## config.mk

```make
export PLATFORM = sky130hd
export DESIGN_NAME = trap_arbiter_flat
export DESIGN_NICKNAME = d
export VERILOG_FILES = /design/src/rtl/trap_arbiter_pkg.sv /design/src/rtl/trap_arbiter_if.sv /design/src/rtl/trap_arbiter_irq_synchronizer.sv /design/src/rtl/trap_arbiter.sv /design/src/flat_wrapper.sv
export SDC_FILE = /design/constraint.sdc
export NUM_CORES = 1
export LEC_CHECK = 0
export CORE_AREA = 2 2 109 79
export DETAILED_ROUTE_END_ITERATION = 8
export DIE_AREA = 0 0 111 81
export GPL_TIMING_DRIVEN = 0
export PLACE_DENSITY = 0.85
export SLEW_MARGIN = 20
export SYNTH_ARGS = -nofsm -noshare
export SYNTH_HDL_FRONTEND = slang
export SYNTH_SLANG_ARGS = --single-unit
```

## constraint.sdc

```tcl
create_clock -name clk -period 3.1 [get_ports clk]
set_clock_uncertainty 0.1 [all_clocks]
set_input_delay 0.31 -clock clk [delete_from_list [all_inputs] [get_ports clk]]
set_output_delay 0.31 -clock clk [all_outputs]
set_load 0.01 [all_outputs]
```

## src/rtl/trap_arbiter_pkg.sv

```systemverilog
// -----------------------------------------------------------------------------
// trap_arbiter_pkg
// Shared definitions for the trap arbiter: FSM state encoding, machine
// interrupt cause codes, MIP bit positions, the interrupt flag bit of mcause
// and a helper that builds an interrupt mcause value from a cause code.
// -----------------------------------------------------------------------------
package trap_arbiter_pkg;

  typedef enum logic [1:0] {
    ST_IDLE  = 2'd0,
    ST_TRAP  = 2'd1,
    ST_SLEEP = 2'd2
  } state_e;

  // Machine interrupt cause codes (mcause[3:0] for interrupts)
  localparam logic [3:0] CODE_MSI = 4'd3;
  localparam logic [3:0] CODE_MTI = 4'd7;
  localparam logic [3:0] CODE_MEI = 4'd11;

  // Bit positions inside mip / mie
  localparam int unsigned MIP_MSI_BIT = 3;
  localparam int unsigned MIP_MTI_BIT = 7;
  localparam int unsigned MIP_MEI_BIT = 11;

  // mcause bit that flags an interrupt (as opposed to an exception)
  localparam int unsigned IRQ_FLAG_BIT = 31;

  // Build {1'b1, 27'b0, code}
  function automatic logic [31:0] irq_cause(input logic [3:0] code);
    logic [31:0] cause;
    cause               = 32'h0000_0000;
    cause[IRQ_FLAG_BIT] = 1'b1;
    cause[3:0]          = code;
    return cause;
  endfunction

endpackage

```

## src/rtl/trap_arbiter_if.sv

```systemverilog
// -----------------------------------------------------------------------------
// trap_arbiter_if
// Trap handshake between the trap arbiter (master) and the CSR unit (slave).
//   trap_valid   : trap request, held until acknowledged
//   trap_cause   : mcause value, stable while trap_valid is high
//   trap_badaddr : mtval source, stable while trap_valid is high
//   trap_ack     : CSR unit has written mepc/mcause/mtval
// -----------------------------------------------------------------------------
interface trap_arbiter_if;
  import trap_arbiter_pkg::*;

  logic        trap_valid;
  logic [31:0] trap_cause;
  logic [31:0] trap_badaddr;
  logic        trap_ack;

  modport master (
    output trap_valid,
    output trap_cause,
    output trap_badaddr,
    input  trap_ack
  );

  modport slave (
    input  trap_valid,
    input  trap_cause,
    input  trap_badaddr,
    output trap_ack
  );

endinterface

```

## src/rtl/trap_arbiter_irq_synchronizer.sv

```systemverilog
// -----------------------------------------------------------------------------
// irq_synchronizer
// Multi-flop synchronizer for one asynchronous interrupt line. A level change
// on irq_i appears on irq_o exactly STAGES rising edges later.
//   clk    : sampling clock
//   resetn : asynchronous active-low reset, clears every stage to 0
//   irq_i  : asynchronous interrupt pin
//   irq_o  : synchronized level (last flop of the chain)
// -----------------------------------------------------------------------------
module irq_synchronizer #(
  parameter int unsigned STAGES = 2
) (
  input  logic clk,
  input  logic resetn,
  input  logic irq_i,
  output logic irq_o
);

  logic [STAGES-1:0] sync_q;
  logic [STAGES-1:0] sync_d;

  // Shift the pin level one stage deeper each cycle
  always_comb begin
    sync_d = {sync_q[STAGES-2:0], irq_i};
  end

  // Synchronizer chain register
  always_ff @(posedge clk or negedge resetn) begin
    if (!resetn) begin
      sync_q <= {STAGES{1'b0}};
    end else begin
      sync_q <= sync_d;
    end
  end

  assign irq_o = sync_q[STAGES-1];

endmodule

```

## src/rtl/trap_arbiter.sv

```systemverilog
// -----------------------------------------------------------------------------
// trap_arbiter
// Decides when the core takes a trap. Synchronous exceptions and the three
// machine interrupts (MEI > MSI > MTI) are arbitrated in IDLE; the winning
// cause is latched and presented on the trap handshake until the CSR unit
// acknowledges it. WFI parks the FSM in SLEEP until any enabled interrupt
// is pending, independent of the global interrupt enable.
//   clk, resetn       : clock, asynchronous active-low reset
//   irq_msi/mti/mei   : asynchronous interrupt pins
//   mie, mstatus_mie  : per-source and global interrupt enables
//   privilege_mode    : current privilege (3 = machine)
//   insn_boundary     : interrupts may only be taken when high
//   exc_req/cause/... : synchronous exception request from the datapath
//   wfi               : WFI instruction executing
//   trap_bus          : trap request/ack handshake to the CSR unit
//   mip_pending       : synchronized pending bits 3/7/11
//   wfi_stall         : hold the core while sleeping
//   busy              : FSM not in IDLE
// -----------------------------------------------------------------------------
module trap_arbiter
  import trap_arbiter_pkg::*;
#(
  parameter int unsigned SYNC_STAGES = 2,
  parameter logic [31:0] IRQ_BADADDR = 32'hFFFF_FFFF
) (
  input  logic                  clk,
  input  logic                  resetn,
  input  logic                  irq_msi,
  input  logic                  irq_mti,
  input  logic                  irq_mei,
  input  logic [31:0]           mie,
  input  logic                  mstatus_mie,
  input  logic [1:0]            privilege_mode,
  input  logic                  insn_boundary,
  input  logic                  exc_req,
  input  logic [31:0]           exc_cause,
  input  logic [31:0]           exc_badaddr,
  input  logic                  wfi,
  trap_arbiter_if.master        trap_bus,
  output logic [31:0]           mip_pending,
  output logic                  wfi_stall,
  output logic                  busy
);

  state_e      state_q, state_d;
  logic [31:0] trap_cause_q, trap_cause_d;
  logic [31:0] trap_badaddr_q, trap_badaddr_d;

  logic        msi_sync_s;
  logic        mti_sync_s;
  logic        mei_sync_s;
  logic [31:0] enabled_s;
  logic        global_en_s;
  logic        irq_any_s;
  logic [3:0]  irq_code_s;

  irq_synchronizer #(.STAGES(SYNC_STAGES)) u_sync_msi (
    .clk    (clk),
    .resetn (resetn),
    .irq_i  (irq_msi),
    .irq_o  (msi_sync_s)
  );

  irq_synchronizer #(.STAGES(SYNC_STAGES)) u_sync_mti (
    .clk    (clk),
    .resetn (resetn),
    .irq_i  (irq_mti),
    .irq_o  (mti_sync_s)
  );

  irq_synchronizer #(.STAGES(SYNC_STAGES)) u_sync_mei (
    .clk    (clk),
    .resetn (resetn),
    .irq_i  (irq_mei),
    .irq_o  (mei_sync_s)
  );

  // Place synchronized levels at their mip bit positions
  always_comb begin
    mip_pending              = 32'h0000_0000;
    mip_pending[MIP_MSI_BIT] = msi_sync_s;
    mip_pending[MIP_MTI_BIT] = mti_sync_s;
    mip_pending[MIP_MEI_BIT] = mei_sync_s;
  end

  // Interrupt eligibility; lower privilege modes always see M-mode interrupts
  always_comb begin
    enabled_s   = mip_pending & mie;
    global_en_s = mstatus_mie | (privilege_mode != 2'd3);
    irq_any_s   = |enabled_s;
  end

  // Fixed priority MEI > MSI > MTI; MTI is the fall-through because only
  // bits 3/7/11 can ever be set in enabled_s
  always_comb begin
    if (enabled_s[MIP_MEI_BIT]) begin
      irq_code_s = CODE_MEI;
    end else if (enabled_s[MIP_MSI_BIT]) begin
      irq_code_s = CODE_MSI;
    end else begin
      irq_code_s = CODE_MTI;
    end
  end

  // Next-state and cause latching; cause/badaddr only change on TRAP entry
  always_comb begin
    state_d        = state_q;
    trap_cause_d   = trap_cause_q;
    trap_badaddr_d = trap_badaddr_q;
    case (state_q)
      ST_IDLE: begin
        if (exc_req) begin
          state_d        = ST_TRAP;
          trap_cause_d   = exc_cause;
          trap_badaddr_d = exc_badaddr;
        end else if (insn_boundary && global_en_s && irq_any_s) begin
          state_d        = ST_TRAP;
          trap_cause_d   = irq_cause(irq_code_s);
          trap_badaddr_d = IRQ_BADADDR;
        end else if (wfi) begin
          state_d = ST_SLEEP;
        end else begin
          state_d = ST_IDLE;
        end
      end
      ST_TRAP: begin
        // New requests are dropped here, not queued
        if (trap_bus.trap_ack) begin
          state_d = ST_IDLE;
        end else begin
          state_d = ST_TRAP;
        end
      end
      ST_SLEEP: begin
        if (exc_req) begin
          state_d        = ST_TRAP;
          trap_cause_d   = exc_cause;
          trap_badaddr_d = exc_badaddr;
        end else if (irq_any_s) begin
          // Wake-up ignores global_en; the trap decision happens in IDLE
          state_d = ST_IDLE;
        end else begin
          state_d = ST_SLEEP;
        end
      end
      default: begin
        state_d = ST_IDLE;
      end
    endcase
  end

  // FSM and latched trap information
  always_ff @(posedge clk or negedge resetn) begin
    if (!resetn) begin
      state_q        <= ST_IDLE;
      trap_cause_q   <= 32'h0000_0000;
      trap_badaddr_q <= 32'h0000_0000;
    end else begin
      state_q        <= state_d;
      trap_cause_q   <= trap_cause_d;
      trap_badaddr_q <= trap_badaddr_d;
    end
  end

  assign trap_bus.trap_valid   = (state_q == ST_TRAP);
  assign trap_bus.trap_cause   = trap_cause_q;
  assign trap_bus.trap_badaddr = trap_badaddr_q;
  assign wfi_stall             = (state_q == ST_SLEEP);
  assign busy                  = (state_q != ST_IDLE);

endmodule

```

## src/flat_wrapper.sv

```systemverilog
// flat-port wrapper written by rule: the top's interface ports become plain ports
module trap_arbiter_flat import trap_arbiter_pkg::*;
#(
  parameter int unsigned SYNC_STAGES = 2,
  parameter logic [31:0] IRQ_BADADDR = 32'hFFFF_FFFF
)
  (clk, resetn, irq_msi, irq_mti, irq_mei, mie, mstatus_mie, privilege_mode, insn_boundary, exc_req, exc_cause, exc_badaddr, wfi, mip_pending, wfi_stall, busy, trap_bus_trap_valid, trap_bus_trap_cause, trap_bus_trap_badaddr, trap_bus_trap_ack);
  trap_arbiter_if trap_bus_i ();
  input  logic clk;
  input  logic resetn;
  input  logic irq_msi;
  input  logic irq_mti;
  input  logic irq_mei;
  input  logic [31:0] mie;
  input  logic mstatus_mie;
  input  logic [1:0] privilege_mode;
  input  logic insn_boundary;
  input  logic exc_req;
  input  logic [31:0] exc_cause;
  input  logic [31:0] exc_badaddr;
  input  logic wfi;
  output logic [31:0] mip_pending;
  output logic wfi_stall;
  output logic busy;
  output wire logic [$bits(trap_bus_i.trap_valid)-1:0] trap_bus_trap_valid;
  output wire logic [$bits(trap_bus_i.trap_cause)-1:0] trap_bus_trap_cause;
  output wire logic [$bits(trap_bus_i.trap_badaddr)-1:0] trap_bus_trap_badaddr;
  input wire logic [$bits(trap_bus_i.trap_ack)-1:0] trap_bus_trap_ack;
  assign trap_bus_trap_valid = trap_bus_i.trap_valid;
  assign trap_bus_trap_cause = trap_bus_i.trap_cause;
  assign trap_bus_trap_badaddr = trap_bus_i.trap_badaddr;
  assign trap_bus_i.trap_ack = trap_bus_trap_ack;
  trap_arbiter #(.SYNC_STAGES(SYNC_STAGES), .IRQ_BADADDR(IRQ_BADADDR)) u_core (.clk(clk), .resetn(resetn), .irq_msi(irq_msi), .irq_mti(irq_mti), .irq_mei(irq_mei), .mie(mie), .mstatus_mie(mstatus_mie), .privilege_mode(privilege_mode), .insn_boundary(insn_boundary), .exc_req(exc_req), .exc_cause(exc_cause), .exc_badaddr(exc_badaddr), .wfi(wfi), .trap_bus(trap_bus_i), .mip_pending(mip_pending), .wfi_stall(wfi_stall), .busy(busy));
endmodule
```

; After elaboration in Yosys (flattened, before gate mapping)
; Index checks and enable logic that the tools add are counted.
; W data, S select, Z words.
[op_classes]
bitwise_logic = 2
eq_ne = 5
reduce_logical = 7
muxes = 17
[ops]
columns = operator, count
row1 = $mux W32, 6
row2 = $pmux W32 S2, 2
row3 = $and A12 B32 Y32, 1
row4 = $reduce_or A32 Y1, 1
row5 = $mux W2, 5
row6 = $pmux W2 S3, 1
row7 = $mux W4, 1
row8 = $ne A2 B2 Y1 const B, 2
row9 = $reduce_bool A2 Y1, 2
row10 = $mux W3, 1
row11 = $ne A3 B2 Y1 const B, 1
row12 = $reduce_and A3 Y1, 1
row13 = $eq A2 B1 Y1 const B, 1
row14 = $eq A2 B2 Y1 const B, 1
row15 = $logic_and A1 B1 Y1, 2
row16 = $logic_not A2 Y1, 1
row17 = $mux W1, 1
row18 = $or A1 B1 Y1, 1
[totals]
ff_bits = 72
wordCells = 37
input_bits = 108
out_inout_bits = 99

; Depth between registers and ports, before layout
[depth]
word_depth = 7
mapped_depth = 6
mapped_depth_nobuf = 4

; Modules after synthesis
; A second synthesis with hierarchy kept.
[unflattened]
hier_cells = 208
area_unflattened_um2 = 2902.8
[by_module_without_submodules]
columns = module, cells_per_inst, seq_area_each_um2, n_inst, area_per_inst_um2
row1 = trap_arbiter, 202, 1651.6, 1, 2752.6
row2 = irq_synchronizer, 2, 50.0, 3, 50.0

; Worst setup path after synthesis
; OpenSTA, ideal clock, no wires.
[synth_timing]
kind = register to register
from = register u_core.u_sync_mei.sync_q[1]
to = register u_core.trap_badaddr_q[10], in the netlist u_core.trap_bus.trap_badaddr[10]
required_time_ns = 2.879
arrival_ns = 1.623
path_slack_ns = 1.256
n_path_buf = 1
path_stages_with_launch = 5
synth_period_minus_slack_ns = 1.844
setup_time_ns = 0.121
path_cell_list = dfrtp_1 -> a222oi_1 -> o31ai_4 -> buf_6 -> o22a_1
[synth_via]
elab_chain_cells = 5
[synth_rtl]
columns = element, line_no
row1 = start: declaration, trap_arbiter_irq_synchronizer.sv:19  ; logic [STAGES-1:0] sync_q;
row2 = start signal: assignment, trap_arbiter_irq_synchronizer.sv:30  ; sync_q <= {STAGES{1'b0}};
row3 = start signal: assignment, trap_arbiter_irq_synchronizer.sv:32  ; sync_q <= sync_d;
row4 = $and A12 B32 Y32, trap_arbiter.sv:88  ; enabled_s = mip_pending & mie;
row5 = $reduce_or A32 Y1, trap_arbiter.sv:90  ; irq_any_s = |enabled_s;
row6 = $logic_and A1 B1 Y1, trap_arbiter.sv:116  ; end else if (insn_boundary && global_en_s && irq_any_s) begin
row7 = $ne A3 B2 Y1 (no line), --
row8 = $reduce_and A3 Y1 (no line), --
row9 = end signal: assignment, trap_arbiter.sv:161  ; trap_badaddr_q <= trap_badaddr_d;
row10 = end: declaration, trap_arbiter.sv:47  ; logic [31:0] trap_badaddr_q, trap_badaddr_d;
; Every way passes these cells.
; A chain may end at the register's enable or synchronous reset.

; Worst setup path in the final report
[layout_timing]
from = register u_core.state_q[0]
to = output wfi_stall
[layout_via]
elab_chain_cells = 1
[layout_rtl]
columns = element, line_no
row1 = start: declaration, trap_arbiter.sv:45  ; state_e state_q, state_d;
row2 = start signal: assignment, trap_arbiter.sv:159  ; state_q <= state_d;
row3 = $eq A2 B2 Y1, trap_arbiter.sv:168  ; assign wfi_stall = (state_q == ST_SLEEP);
row4 = end: declaration, flat_wrapper.sv:23  ; output logic wfi_stall;
; Every way passes these cells.

==> impl_metrics.py <==
metrics = {
    "run_status": {
        "status": "complete, no violations",
    },
    "clocking": {
        "ctsResizeCount": 0,
        "clk_pin_slew_ns": 0.06,
        "clock_sinks": 72,
        "clk_path_buf_depth": 2,
        "cts_inserted_buffers": 9,
        "cts.htree.levels": 3,
        "ctsRootBufferMaster": "clkbuf_16",
        "clk_latency_ns": 0.32,
        "cts_tree": "done",
    },
    "timing": {
        "slew_headroom": 0.348,
        "setup_violations": 0,
        "worstMarginPinSlew_ns": 0.978,
        "fin_tns_setup_ns": 0,
        "finalHoldViolCount": 0,
        "fin_crit_sh": 0.745,
        "max_freq_mhz": 433,
        "slew_viol_final": 0,
        "rsz0062_at_grt": "false",
        "min_period_ns": 2.31,
    },
    "min_path": {
        "hold_class": "flip-flop to flip-flop",
    },
    "power": {
        "p_per_area_nw_per_um2": 798,
        "p_leak_nw": 2.10,
        "ir_drop_mv": 0.429,
    },
    "detailed_routing": {
        "drc": 0,
        "drt-wirelength-per-cell_um": 15.7,
        "dr.pass1.iters": 4,
        "drt-total-wl_um": 8010,
        "via_per_inst": 4.82,
        "antenna_left": 0,
        "drt_iter0_drc": 93,
        "vias": 2460,
    },
    "yosys": {
        "avgSynthCellArea_sq_um": 13.9,
        "synth_warnings": 0,
        "synth.cell_area_sq_um": 2950,
        "async_flop_share": 1.00,
        "synthDistinctLibCells": 30,
        "syn_inst": 212,
        "synth_top_area_cell": "dfrtp_1",
        "synth-edff-count": 0,
        "ys_seq_area_frac": 0.612,
        "synth_top_area_frac": 0.612,
        "synthTopCellsByArea": "dfrtp_1 61%, a32o_1 9.2%, o22a_1 8.3%",
        "synth_ff_type": "dfrtp_1",
        "synth_seq_cells": 72,
    },
    "die": {
        "start_util": 0.364,
        "die_area_sq_um": 8990,
        "core_sq_um": 8090,
        "rows": 28,
        "die_w_um": 111,
        "io_pins": 207,
        "die_h_um": 81,
    },
    "flow_run": {
        "cap_violations": 0,
    },
    "layout": {
        "nNetsFinal": 509,
        "fillers": 668,
        "layout_common_cells": "147 x clkdlybuf4s50_1, 72 x dfrtp_1, 33 x buf_4",
        "n_antenna_cell": 0,
        "utilization": 0.616,
        "syn_to_final_growth_pct": 69.3,
        "drive_gt1_frac": 0.148,
        "finalInstanceArea_sq_um": 4990,
        "final_common_cell": "clkdlybuf4s50_1",
    },
    "worst_setup_path": {
        "required_ns": 2.69,
        "end_kind": "primary output",
        "path_cells": "clkbuf_1 -> nand2b_1 -> inv_1 -> clkdlybuf4s50_1",
        "rrSetupSlack_ns": 0.88,
        "rr_startpoint": "u_core.u_sync_mei.sync_q[1]",
        "startpoint_type": "flip-flop",
        "path_max_fanout": 10,
        "reg2reg_depth": 4,
        "slowest_delay_ns": 0.49,
        "rr_endpoint": "u_core.trap_bus.trap_badaddr[22]",
        "arrival_ns": 1.90,
        "critPathKind": "flip-flop to primary output",
        "cp-startpoint": "u_core.state_q[0]",
        "cp-endpoint": "wfi_stall",
        "slowest_stage": "clkdlybuf4s50_1",
    },
    "placed_design": {
        "dpl.hpwl_um": 6190,
        "port_buffers": 148,
        "gp_congestion": 0.699,
        "dpl_cell_area_sq_um": 4680,
    },
    "grt": {
        "grt_pass1_wl_um": 12400,
        "antenna_found_initial": 0,
        "overflow": 0,
        "grt_pass1_vias": 2418,
        "grt_max_degree": 39,
        "grt_usage": 0.177,
    },
}
==> stage by stage <==
| stage | setup slack, ns | power [mW] | instances | hold slack (ns) |
|---|---|---|---|---|
| after floorplan | 1.26 | 2.09 | 240 | -0.0856 |
| after global placement | -0.771 | 2.94 | 493 | 0.233 |
| after detailed placement | 0.556 | 3.00 | 494 | 0.186 |
| after CTS | 0.780 | 4.03 | 510 | 0.249 |
| after global routing | 0.661 | 4.20 | 510 | 0.256 |
| final | 0.791 | 3.98 | 510 | 0.247 |
==> cell usage after synthesis (2+ instances only) <==
master,instances
buf_4,32
buf_8,2
o22a_1,28
a31oi_1,2
o32a_1,7
nor2_1,2
nand2b_1,2
o311a_2,2
clkbuf_1,10
dfrtp_1,72
inv_1,4
buf_6,4
a32o_1,27
o21ai_0,2
==> kinds of logic (layout without fill, tap and decap cells) <==
logic type / count (synthesis) / after routing / share of synthesized area
other: 1 / 29 / 0.00127
DFF: 72 / 72 / 0.612
AOI/OAI and AO/OA: 75 / 75 / 0.238
buffers and inverters: 54 / 219 / 0.127
and+or+nand+nor: 10 / 10 / 0.0212
==> routing by layer <==
metal  global-route usage  vias to the layer above  routed length, um
li1                     -                     1141                  -
met1                0.210                     1212               3210
met2                0.306                       97               4040
met3               0.0627                       10                651
met4               0.0638                        0                112
met5                    0                        -                  0
==> critical path, delay by kind of cell, from the launching register on <==
kind / cells / cell delay, ns
buf+inv: 3 / 0.98
flops: 1 / 0.39
simple gates: 1 / 0.22
==> how the worst min path moves through the flow <==
| stage | from | endpoint | slack, ns | cells past startpoint |
|---|---|---|---|---|
| finish | u_core.u_sync_msi.sync_q[0] | u_core.u_sync_msi.sync_q[1] | 0.25 | 0 |
| global route | u_core.u_sync_msi.sync_q[0] | u_core.u_sync_msi.sync_q[1] | 0.26 | 0 |
| CTS | u_core.u_sync_mti.sync_q[0] | u_core.u_sync_mti.sync_q[1] | 0.25 | 0 |
| detailed placement | resetn | u_core.trap_bus.trap_badaddr[8] | 0.19 | 1 |
| global placement | u_core.u_sync_mti.sync_q[0] | u_core.u_sync_mti.sync_q[1] | 0.23 | 0 |
| floorplan | resetn | u_core.state_q[0] | -0.09 | 0 |
==> area by class of cell <==
cell class	count	area [sq um]	share of cell area
plain buffers	49	357	0.0715
inverters	5	18.8	0.00376
repair buffers	150	1510	0.303
clock buffers	9	225	0.0452
well taps	105	131	0.0263
clock inverters	6	71.3	0.0143
multi-input cells	114	873	0.175
flip-flops and latches	72	1800	0.361
==> flip-flops by register name, summed over array words and instances, names as in the netlist <==
register                      flops
u_core.trap_bus.trap_badaddr     32
u_core.trap_bus.trap_cause       32
u_core.state_q                    2
u_core.u_sync_mei.sync_q          2
u_core.u_sync_msi.sync_q          2
u_core.u_sync_mti.sync_q          2
==> report_power, final <==
group / internal, mW / switching, mW
sequential: 1.25 / 0.173
combinational: 0.929 / 0.623
clock: 0.622 / 0.383
==> repair_timing <==
item | in CTS | in global routing
hold endpoints to repair | 34 | 0
hold buffers | 1 | 0
setup endpoints to repair | 0 | 0
buffers inserted | 0 | 0
(Power assumes the default switching activity.)
